[config.mk]
export PLATFORM = sky130hd
export DESIGN_NAME = lcd_bus_timer
export DESIGN_NICKNAME = d
export VERILOG_FILES = /design/src/rtl/lcd_bus_timer.sv
export SDC_FILE = /design/constraint.sdc
export NUM_CORES = 1
export LEC_CHECK = 0
export CELL_PAD_IN_SITES_DETAIL_PLACEMENT = 1
export CELL_PAD_IN_SITES_GLOBAL_PLACEMENT = 1
export CORE_MARGIN = 4
export CORE_UTILIZATION = 41
export DETAILED_ROUTE_END_ITERATION = 8
export GPL_TIMING_DRIVEN = 0
export PLACE_DENSITY = 0.77
export SLEW_MARGIN = 10
export SYNTH_ARGS = -nofsm -noshare
export SYNTH_HDL_FRONTEND = slang
export SYNTH_SLANG_ARGS = --single-unit
[constraint.sdc]
create_clock -name clk -period 2.72 [get_ports clk]
set_input_delay 0.272 -clock clk [delete_from_list [all_inputs] [get_ports clk]]
set_output_delay 0.272 -clock clk [all_outputs]
set_load 0.01 [all_outputs]
[src/rtl/lcd_bus_timer.sv]
// HD44780-style LCD write-only bus timer: runs the power-up init sequence, then
// accepts bytes over a valid/ready handshake and strobes them onto the panel bus.
module lcd_bus_timer #(
    parameter int unsigned SETUP_CYC  = 2,
    parameter int unsigned PULSE_CYC  = 4,
    parameter int unsigned HOLD_CYC   = 2,
    parameter int unsigned CMD_WAIT   = 40,
    parameter int unsigned CLEAR_WAIT = 160,
    parameter int unsigned POWER_WAIT = 100
) (
    input  logic       clk,
    input  logic       reset,
    input  logic [7:0] in_data,
    input  logic       in_rs,
    input  logic       in_valid,
    output logic       in_ready,
    output logic [7:0] lcd_db,
    output logic       lcd_rs,
    output logic       lcd_rw,
    output logic       lcd_e,
    output logic       init_done,
    output logic       busy
);

    typedef enum logic [2:0] {
        PWR_WAIT,
        INIT_LOAD,
        SETUP,
        PULSE,
        HOLD,
        SETTLE,
        IDLE
    } state_t;

    localparam logic [15:0] SETUP_LD = 16'(SETUP_CYC - 1);
    localparam logic [15:0] PULSE_LD = 16'(PULSE_CYC - 1);
    localparam logic [15:0] HOLD_LD  = 16'(HOLD_CYC - 1);
    localparam logic [15:0] CMD_LD   = 16'(CMD_WAIT - 1);
    localparam logic [15:0] CLEAR_LD = 16'(CLEAR_WAIT - 1);

    // The counter is cleared by reset and counts down through wraparound, so the
    // power-up wait ends at a negative terminal value; INIT_LOAD supplies the last cycle.
    localparam int unsigned PWR_STAY = (POWER_WAIT > 1) ? POWER_WAIT - 2 : 0;
    localparam logic [15:0] PWR_TERM = 16'd0 - 16'(PWR_STAY);

    state_t      state_q, state_d;
    logic [15:0] cnt_q, cnt_d;
    logic [1:0]  init_idx_q, init_idx_d;
    logic [7:0]  lcd_db_q, lcd_db_d;
    logic        lcd_rs_q, lcd_rs_d;
    logic        lcd_e_q, lcd_e_d;
    logic        in_ready_q, in_ready_d;
    logic        busy_q, busy_d;
    logic        init_done_q, init_done_d;
    logic        is_clear;

    function automatic logic [7:0] init_byte(input logic [1:0] idx);
        case (idx)
            2'd0:    init_byte = 8'h38;
            2'd1:    init_byte = 8'h0C;
            2'd2:    init_byte = 8'h06;
            default: init_byte = 8'h01;
        endcase
    endfunction

    // Clear (0x01) and return-home (0x02/0x03) need the long settle time.
    assign is_clear = !lcd_rs_q && (lcd_db_q == 8'h01 || lcd_db_q == 8'h02 || lcd_db_q == 8'h03);

    always_comb begin
        state_d     = state_q;
        cnt_d       = cnt_q;
        init_idx_d  = init_idx_q;
        lcd_db_d    = lcd_db_q;
        lcd_rs_d    = lcd_rs_q;
        lcd_e_d     = lcd_e_q;
        in_ready_d  = in_ready_q;
        init_done_d = init_done_q;

        case (state_q)
            PWR_WAIT: begin
                if (cnt_q == PWR_TERM) begin
                    state_d = INIT_LOAD;
                end else begin
                    cnt_d = cnt_q - 16'd1;
                end
            end
            INIT_LOAD: begin
                init_idx_d = 2'd0;
                lcd_db_d   = init_byte(2'd0);
                lcd_rs_d   = 1'b0;
                cnt_d      = SETUP_LD;
                state_d    = SETUP;
            end
            SETUP: begin
                if (cnt_q == 16'd0) begin
                    state_d = PULSE;
                    lcd_e_d = 1'b1;
                    cnt_d   = PULSE_LD;
                end else begin
                    cnt_d = cnt_q - 16'd1;
                end
            end
            PULSE: begin
                if (cnt_q == 16'd0) begin
                    state_d = HOLD;
                    lcd_e_d = 1'b0;
                    cnt_d   = HOLD_LD;
                end else begin
                    cnt_d = cnt_q - 16'd1;
                end
            end
            HOLD: begin
                if (cnt_q == 16'd0) begin
                    state_d = SETTLE;
                    cnt_d   = is_clear ? CLEAR_LD : CMD_LD;
                end else begin
                    cnt_d = cnt_q - 16'd1;
                end
            end
            SETTLE: begin
                if (cnt_q != 16'd0) begin
                    cnt_d = cnt_q - 16'd1;
                end else if (!init_done_q && init_idx_q != 2'd3) begin
                    init_idx_d = init_idx_q + 2'd1;
                    lcd_db_d   = init_byte(init_idx_q + 2'd1);
                    lcd_rs_d   = 1'b0;
                    cnt_d      = SETUP_LD;
                    state_d    = SETUP;
                end else begin
                    state_d     = IDLE;
                    init_done_d = 1'b1;
                    in_ready_d  = 1'b1;
                end
            end
            IDLE: begin
                if (in_valid && in_ready_q) begin
                    lcd_db_d   = in_data;
                    lcd_rs_d   = in_rs;
                    cnt_d      = SETUP_LD;
                    in_ready_d = 1'b0;
                    state_d    = SETUP;
                end
            end
            default: begin
                state_d = PWR_WAIT;
            end
        endcase

        busy_d = !in_ready_d;
    end

    always_ff @(posedge clk) begin
        if (!reset) begin
            state_q     <= PWR_WAIT;
            cnt_q       <= 16'd0;
            init_idx_q  <= 2'd0;
            lcd_db_q    <= 8'h00;
            lcd_rs_q    <= 1'b0;
            lcd_e_q     <= 1'b0;
            in_ready_q  <= 1'b0;
            busy_q      <= 1'b1;
            init_done_q <= 1'b0;
        end else begin
            state_q     <= state_d;
            cnt_q       <= cnt_d;
            init_idx_q  <= init_idx_d;
            lcd_db_q    <= lcd_db_d;
            lcd_rs_q    <= lcd_rs_d;
            lcd_e_q     <= lcd_e_d;
            in_ready_q  <= in_ready_d;
            busy_q      <= busy_d;
            init_done_q <= init_done_d;
        end
    end

    assign lcd_db    = lcd_db_q;
    assign lcd_rs    = lcd_rs_q;
    assign lcd_rw    = 1'b0;
    assign lcd_e     = lcd_e_q;
    assign in_ready  = in_ready_q;
    assign busy      = busy_q;
    assign init_done = init_done_q;

endmodule

# ---- After elaboration in Yosys (flattened, before gate mapping)
# Cells that the tools add are included.
dict set report word_totals {
  wordCells 93
  ff_bits 34
  inputBits 12
  output_inout_bits 14
}
dict set report op_classes {
  muxes 36
  bitwise_logic 2
  n_eq_ne 22
  addsub 2
  reduce_logical 22
}
# operator n
set ops {}
lappend ops {{two-way mux 16 bit} 7}
lappend ops {{one-hot mux 16 bit (7 select lines)} 1}
lappend ops {{two-way mux 8 bit} 4}
lappend ops {{one-hot mux 8 bit (3 select lines)} 1}
lappend ops {{two-way mux 3 bit} 7}
lappend ops {{one-hot mux 3 bit (7 select lines)} 1}
lappend ops {{inequality test 2 bit (second input constant)} 9}
lappend ops {{one-hot mux 6 bit (3 select lines)} 1}
lappend ops {{== test 16 bit (second input constant)} 1}
lappend ops {{== test 8 x 2 -> 1 bit (second input constant)} 2}
lappend ops {{logical NOT 16 bit} 1}
lappend ops {{nonzero test 16 bit} 1}
lappend ops {{subtractor 16 x 1 -> 16 bit (second input constant)} 1}
lappend ops {{== test 3 bit (second input constant)} 3}
lappend ops {{AND reduction 3 bit} 3}
lappend ops {{== test 8 x 1 -> 1 bit (second input constant)} 1}
lappend ops {{two-way mux 1 bit} 8}
lappend ops {{AND reduction 4 bit} 2}
lappend ops {{nonzero test 7 bit} 1}
lappend ops {{== test 3 x 2 -> 1 bit (second input constant)} 2}
lappend ops {{AND reduction 6 bit} 1}
lappend ops {{two-way mux 2 bit} 2}
lappend ops {{one-hot mux 1 bit (2 select lines)} 2}
lappend ops {{one-hot mux 2 bit (2 select lines)} 1}
lappend ops {{14 further kinds} 21}

# ---- Longest topological paths before layout
# Gate-level depths: netlist of run 1.
dict set report logic_depth {
  depth_word 7
  depth_mapped 10
  ltp_nobuf 8
}

# ---- Worst setup path before layout of run 1
# No wires, ideal clock.
dict set report synth_timing {
  kind {register to register}
  from {reg cnt_q[0]}
  to {reg cnt_q[6]}
  setup_time_ps 114
  arrival_time_ps 1811
  path_buffers 1
  slack_ps 795
  path_stages_with_launch 10
  t_required_ps 2606
  synth_period_minus_slack_ps 1925
  cell_sequence {dfxtp_1 > inv_1 > ha_1 > or4b_1 > nor4_1 > o2bb2ai_1 > and2_1 > a21o_1 > buf_4 > nor2_1}
}
dict set report synth_via {
  elab_chain_cells 3
  elab_cells_between_ends 13
  cone_classes {1 x add/sub; 3 x eq/ne; 6 x mux; 3 x reduce/logical}
}
# element line_no
set synth_rtl {}
lappend synth_rtl {{start: declaration} 47} ;# logic [15:0] cnt_q, cnt_d;
lappend synth_rtl {{start signal: assignment} 165} ;# cnt_q <= cnt_d;
lappend synth_rtl {{subtractor 16 x 1 -> 16 bit (tied with other cells)} n/a}
lappend synth_rtl {{two-way mux 16 bit (tied with other cells)} 121} ;# if (cnt_q != 16'd0) begin
lappend synth_rtl {{one-hot mux 16 bit (7 select lines) / AND reduction 4 bit (equally long branches)} n/a}
# Several ways; a longest one is shown, not always the timed one. The select of a mux whose other input is x is not followed.
# A chain may end at the register's enable or synchronous reset.

# ---- Worst setup path in the final report of run 1
dict set report layout_timing {
  from {reg cnt_q[0]}
  to {reg cnt_q[4]}
}
# Same word-level chain as after synthesis.

==> metrics.txt, run 1 <==
outcome=completed; Mapped Area=1973 sq um; CP max FO=4; Pre-antenna DRT Iters=4; Yosys cell types=54; largest net degree at the start of global routing=11; Rows=24; share of cells above drive strength 1=8.059%; Post-Syn Nets=259; flops & latches, synth=34; syn avg cell area=8.187 sq um; min Tclk post-route=2338 ps; antenna violations before repair=0; Clock Skew=4.631 ps; Synth area leaders=dfxtp_1, nor2_1, xor2_1; post-route setup slack=382.2 ps; post-CTS setup buffers=0; number of global-route vias before repair=1948; CTS tree=yes; period utilization=85.95%; Final HPWL DP=4237 microns; RePlAce Congestion=0.8265; fmax=0.4278 GHz; CTS Buffer Depth=2; Fill cells=552; multi-input logic area=1176 sq um; Worst Max-Slew Pin Slew=566.2 ps; RSZ-0062 raised after global routing=false; Syn-to-layout area delta=20.10%; Die ar.=5986 sq um; number of enable flip-flop cells after synthesis=0; Port-buffer cells=24; total global routing track utilization=20.15%; Std-Cell Core Area=4504 sq um; Reg clk slew, reported paths=70 ps; Post-Syn Instances=241; Post-DRT Antenna Nets=0; total CTS buffers=5; first-pass GRT wire length=9756 microns; Hold WC Path Type=flop to flop; Synth Warn #=0; post-synthesis sequential area ratio=34.50%; die height=77.37 microns; CP required=2870 ps; CP endpoint kind=flop; Slew HR=61.96%; setup_tns=0 ps; r2r worst-path depth=8; Sequential Area=680.7 sq um; Final Setup Violations=0; commonest cells in the netlist=dfxtp_1, nor2_1, nand2_1; buffer type at the clock tree root=clkbuf_8; Max Slew Vio Count=0; crit path kind=flop to flop; Ant. Diodes=0; most frequent cell after synthesis=dfxtp_1; Pwr per Cell Area=608.1 nW/um^2; Pleak=0.8973 nW; vias per inst=5.785; cell taking the most area after synthesis=dfxtp_1; die width=77.37 microns; Arr. time, crit path=2490 ps; Worst Setup Start Kind=flop; Synth top area share=34.50%; Max VDD drop=0.4453 mV; drt wl/cell=17.42 microns; prevailing post-synth register cell=dfxtp_1; number of remaining DRC errors=0; vias after detailed routing=1880; worst slack, placed=306.0 ps; cts repair resizes=0; nets=290; worst skew pair latency=290 ps; hold slack=470.7 ps; FFs w/ async S/R, synth=0%; H-tree Lvls=2; # IOs=26; Initial Util=43.81%; Hold Buf Count CTS=0; Max-Cap Viols=0; total grt overflow=0; clk sinks=34; total wire length=5663 microns; hold path depth=2; Iter 0 DRT Violations=118; Hold Violations, Final=0
-- layout by cell type, fill, tap and decap left out, drive strengths merged, types with 5 or more instances in the layout --
master,n
ha,6
nand2,20
dfxtp,34
nor2,32
a211oi,5
nand3,8
nand4,5
inv,12
a21oi,17
clkdlybuf4s50,24
xor2,10
o21ai,5
nor3,10
clkbuf,13
nand4b,5
buf,7
-- kinds of logic (layout without fill, tap and decap cells) --
logic type	Yosys count	after routing	synth area share, %
compound gates	54	54	19.79
simple gates	107	107	29.36
buf+inv	25	57	5.897
fa+ha+maj	6	6	3.805
xor+xnor	10	10	4.439
flops	34	34	34.50
other cells	1	1	0.1901
mux	4	4	2.029
-- metal layers --
layer / GRT usage (%) / share of wire [%] / vias to the layer above / routed length, microns
met4: 6.228 / 1.2 / 0 / 70
met3: 5.093 / 5.5 / 8 / 314
li1: - / - / 935 / -
met5: 0 / 0 / - / 0
met2: 30.74 / 44 / 45 / 2511
met1: 27.97 / 49 / 892 / 2767
-- worst paths after layout --
kind / slack [ps] / endpoint / startpoint
setup reg to reg: 380 / cnt_q[4]$_SDFFE_PN0P_ / cnt_q[0]$_SDFFE_PN0P_
hold / removal: 470 / lcd_db[7]$_SDFFE_PN0P_ / lcd_db[7]$_SDFFE_PN0P_
setup / recovery: 380 / cnt_q[4]$_SDFFE_PN0P_ / cnt_q[0]$_SDFFE_PN0P_
hold reg to reg: 470 / lcd_db[7]$_SDFFE_PN0P_ / lcd_db[7]$_SDFFE_PN0P_
-- stage by stage --
step	cell area (sq um)	cells	util (%)	total power (W)
final	2370	325	52.61	0.001441
after global placement	2278	317	50.58	0.001040
after floorplan	1973	241	-	0.0009394
after global routing	2370	325	52.61	0.001533
after detailed placement	2278	317	50.58	0.001057
after CTS	2370	325	52.61	0.001452
-- power breakdown --
group	total [W]	leakage (nW)	switching [W]	internal, W
Sequential	0.000650	0.277	0.0000952	0.000555
Clock	0.000391	0.0482	0.000187	0.000204
Combinational	0.000400	0.572	0.000217	0.000183
-- cell type report --
type                            count  area share, %
Buffer                             13          3.010
Clock buffer                        7          3.643
Clock inverter                      1         0.2112
Inverter                           12          1.901
Multi-Input combinational cell    182          49.63
Sequential cell                    34          28.72
Tap cell                           52          2.746
Timing Repair Buffer               24          10.14
-- worst max-delay path, stage by stage, from the launching register on --
cell and delay, ps:
dfxtp_1 310, inv_1 110, ha_1 250, or4b_1 530, nor4_1 250, o2bb2ai_1 200, o211ai_1 250, o311ai_0 180
a31oi_1 130
-- state kept, by name, indices dropped and copies added, names as in the netlist --
| register | flops |
|---|---|
| lcd_rs | 1 |
| lcd_e | 1 |
| in_ready | 1 |
| lcd_db | 8 |
| init_idx_q | 2 |
| busy | 1 |
| init_done | 1 |
| cnt_q | 16 |
| state_q | 3 |
Power figures use the tool's default switching activity.
==> run 2: changes to the inputs <==
REMOVE_ABC_BUFFERS = 1   (was not set)
==> run 2 against run 1 <==
- global-route usage is 1.2 points lower
- utilization is 0.75 points lower
- critical path depth is 3 lower
- clock-buffer cell count is 1 higher
==> metrics.txt, run 2 (synthesis results as in run 1) <==
CP required=2880 ps; RSZ-0062 raised after global routing=false; Pleak=0.8658 nW; sw frac=33.29%; Largest Register=cnt_q; Worst R2R Start=state_q[1]$_SDFFE_PN0P_; final cell count without fillers=312; largest net degree at the start of global routing=22; min Tclk post-route=2441 ps; CP max FO=20; Pre-antenna DRT Iters=4; Max Slew Vio Count=0; Post-DRT Antenna Nets=0; total global routing track utilization=18.99%; clk sinks=34; Critical path origin=state_q[1]$_SDFFE_PN0P_; die height=77.37 microns; Final HPWL DP=3868 microns; die width=77.37 microns; total grt overflow=0; sequential power share=43.9%; Std-Cell Core Area=4504 sq um; Max-Cap Viols=0; vias per inst=5.849; Worst Setup Start Kind=flop; nets=277; Arr. time, crit path=2600 ps; Reg clk slew, reported paths=70 ps; global route hottest layer=met2; number of flip-flops in the largest register=16; Pwr per Cell Area=632.4 nW/um^2; Hold WC Path Type=flop to flop; Psw=0.0004917 W; Worst Max-Slew Pin Slew=704.6 ps; CP endpoint kind=flop; Clock Skew=9.411 ps; worst skew pair latency=290 ps; Rows=24; number of global-route vias before repair=1815; vias after detailed routing=1825; total CTS buffers=5; Slew HR=52.97%; Iter 0 DRT Violations=90; Port-buffer cells=24; met3 Track Usage GR=3.819%; final core occ=51.86%; # IOs=26; CTS tree=yes; Clock power frac=29.8%; Placed Cells=304; Ant. Diodes=0; fmax=0.4096 GHz; antenna violations before repair=0; drt wl/cell=17.16 microns; Final Setup Violations=0; crit path kind=flop to flop; Int Pwr=0.0009855 W; Die ar.=5986 sq um; share of cells above drive strength 1=6.538%; RePlAce Congestion=0.8409; Syn-to-layout area delta=18.39%; HP Start=lcd_db[7]$_SDFFE_PN0P_; GRT met2 Usage=29.71%; Initial Util=43.81%; M1 GR Usage=27.01%; post-CTS setup buffers=0; CTS Buffer Depth=2; Hold Buf Count CTS=0; hold slack=469.9 ps; outcome=completed; buffer type at the clock tree root=clkbuf_8; number of remaining DRC errors=0; Hold Violations, Final=0; first-pass GRT wire length=9239 microns; commonest non-fill, non-tap cell in the layout=dfxtp_1; period utilization=89.75%; total wire length=5353 microns; most frequent cells in the layout=dfxtp_1, nor2_1, clkdlybuf4s50_1; Comb pwr share=26.2%; Max VDD drop=0.3745 mV; H-tree Lvls=2
[run 2: changes by cell type in the layout (fill, tap and decap cells not counted)]
cell      change
a41oi_1       -1
a41oi_4       +1
buf_2         -3
buf_4         -3
buf_6         -1
clkbuf_1      -7
clkbuf_8      +2
clkinv_2      -1
[run 2: metrics by stage]
step / TNS [ps] / worst slack, ps / area [sq um] / total power, W
floorplan: 0 / 635.9 / 1902 / 0.0009302
global placement: -2115 / -200.8 / 2207 / 0.001029
detailed placement: -2844 / -252.1 / 2207 / 0.001037
CTS: 0 / 244.0 / 2325 / 0.001484
global route: 0 / 89.27 / 2336 / 0.001586
finish: 0 / 278.8 / 2336 / 0.001477
[run 2: per-layer routing]
layer | routed length (microns) | vias up | share of wire, %
li1 | - | 911 | -
met1 | 2690 | 881 | 50
met2 | 2457 | 28 | 46
met3 | 164 | 5 | 3.1
met4 | 40 | 0 | 0.75
met5 | 0 | - | 0
[run 2: worst max-delay path: stages, from the launching register on]
cell and delay, ps:
dfxtp_1 710, nor2_1 230, a41oi_4 460, and2_0 420, a21o_1 400, nor2_1 90
[run 2: final timing paths]
check                                         endpoint  depth (start not counted)  slack [ps]
worst min register to register  lcd_db[7]$_SDFFE_PN0P_                          2         470
worst max register to register   cnt_q[6]$_SDFFE_PN0P_                          5         280
worst max-delay path             cnt_q[6]$_SDFFE_PN0P_                          5         280
worst min-delay path            lcd_db[7]$_SDFFE_PN0P_                          2         470
[run 2: final cells by class]
class	count	area (sq um)
clock buffers	8	110.1
fillers	562	2168
inverters	12	45.04
multi-input cells	182	1195
flip-flops and latches	34	680.7
well taps	52	65.06
repair buffers	24	240.2
[run 2: power by group through the flow]
stage | Clock (W) | Combinational (W) | Sequential, W
floorplan | 0 | 0.000297 | 0.000633
global placement | 0 | 0.000374 | 0.000655
detailed placement | 0 | 0.000381 | 0.000656
CTS | 0.000451 | 0.000386 | 0.000648
global route | 0.000480 | 0.000447 | 0.000660
finish | 0.000441 | 0.000387 | 0.000649
[run 2: timing repair]
action | CTS | global route
pin swaps | 0 | 0
cloned | 0 | 0
resized for setup | 1 | 1
hold endpoints to repair | 0 | 0
setup endpoints to repair | 10 | 9
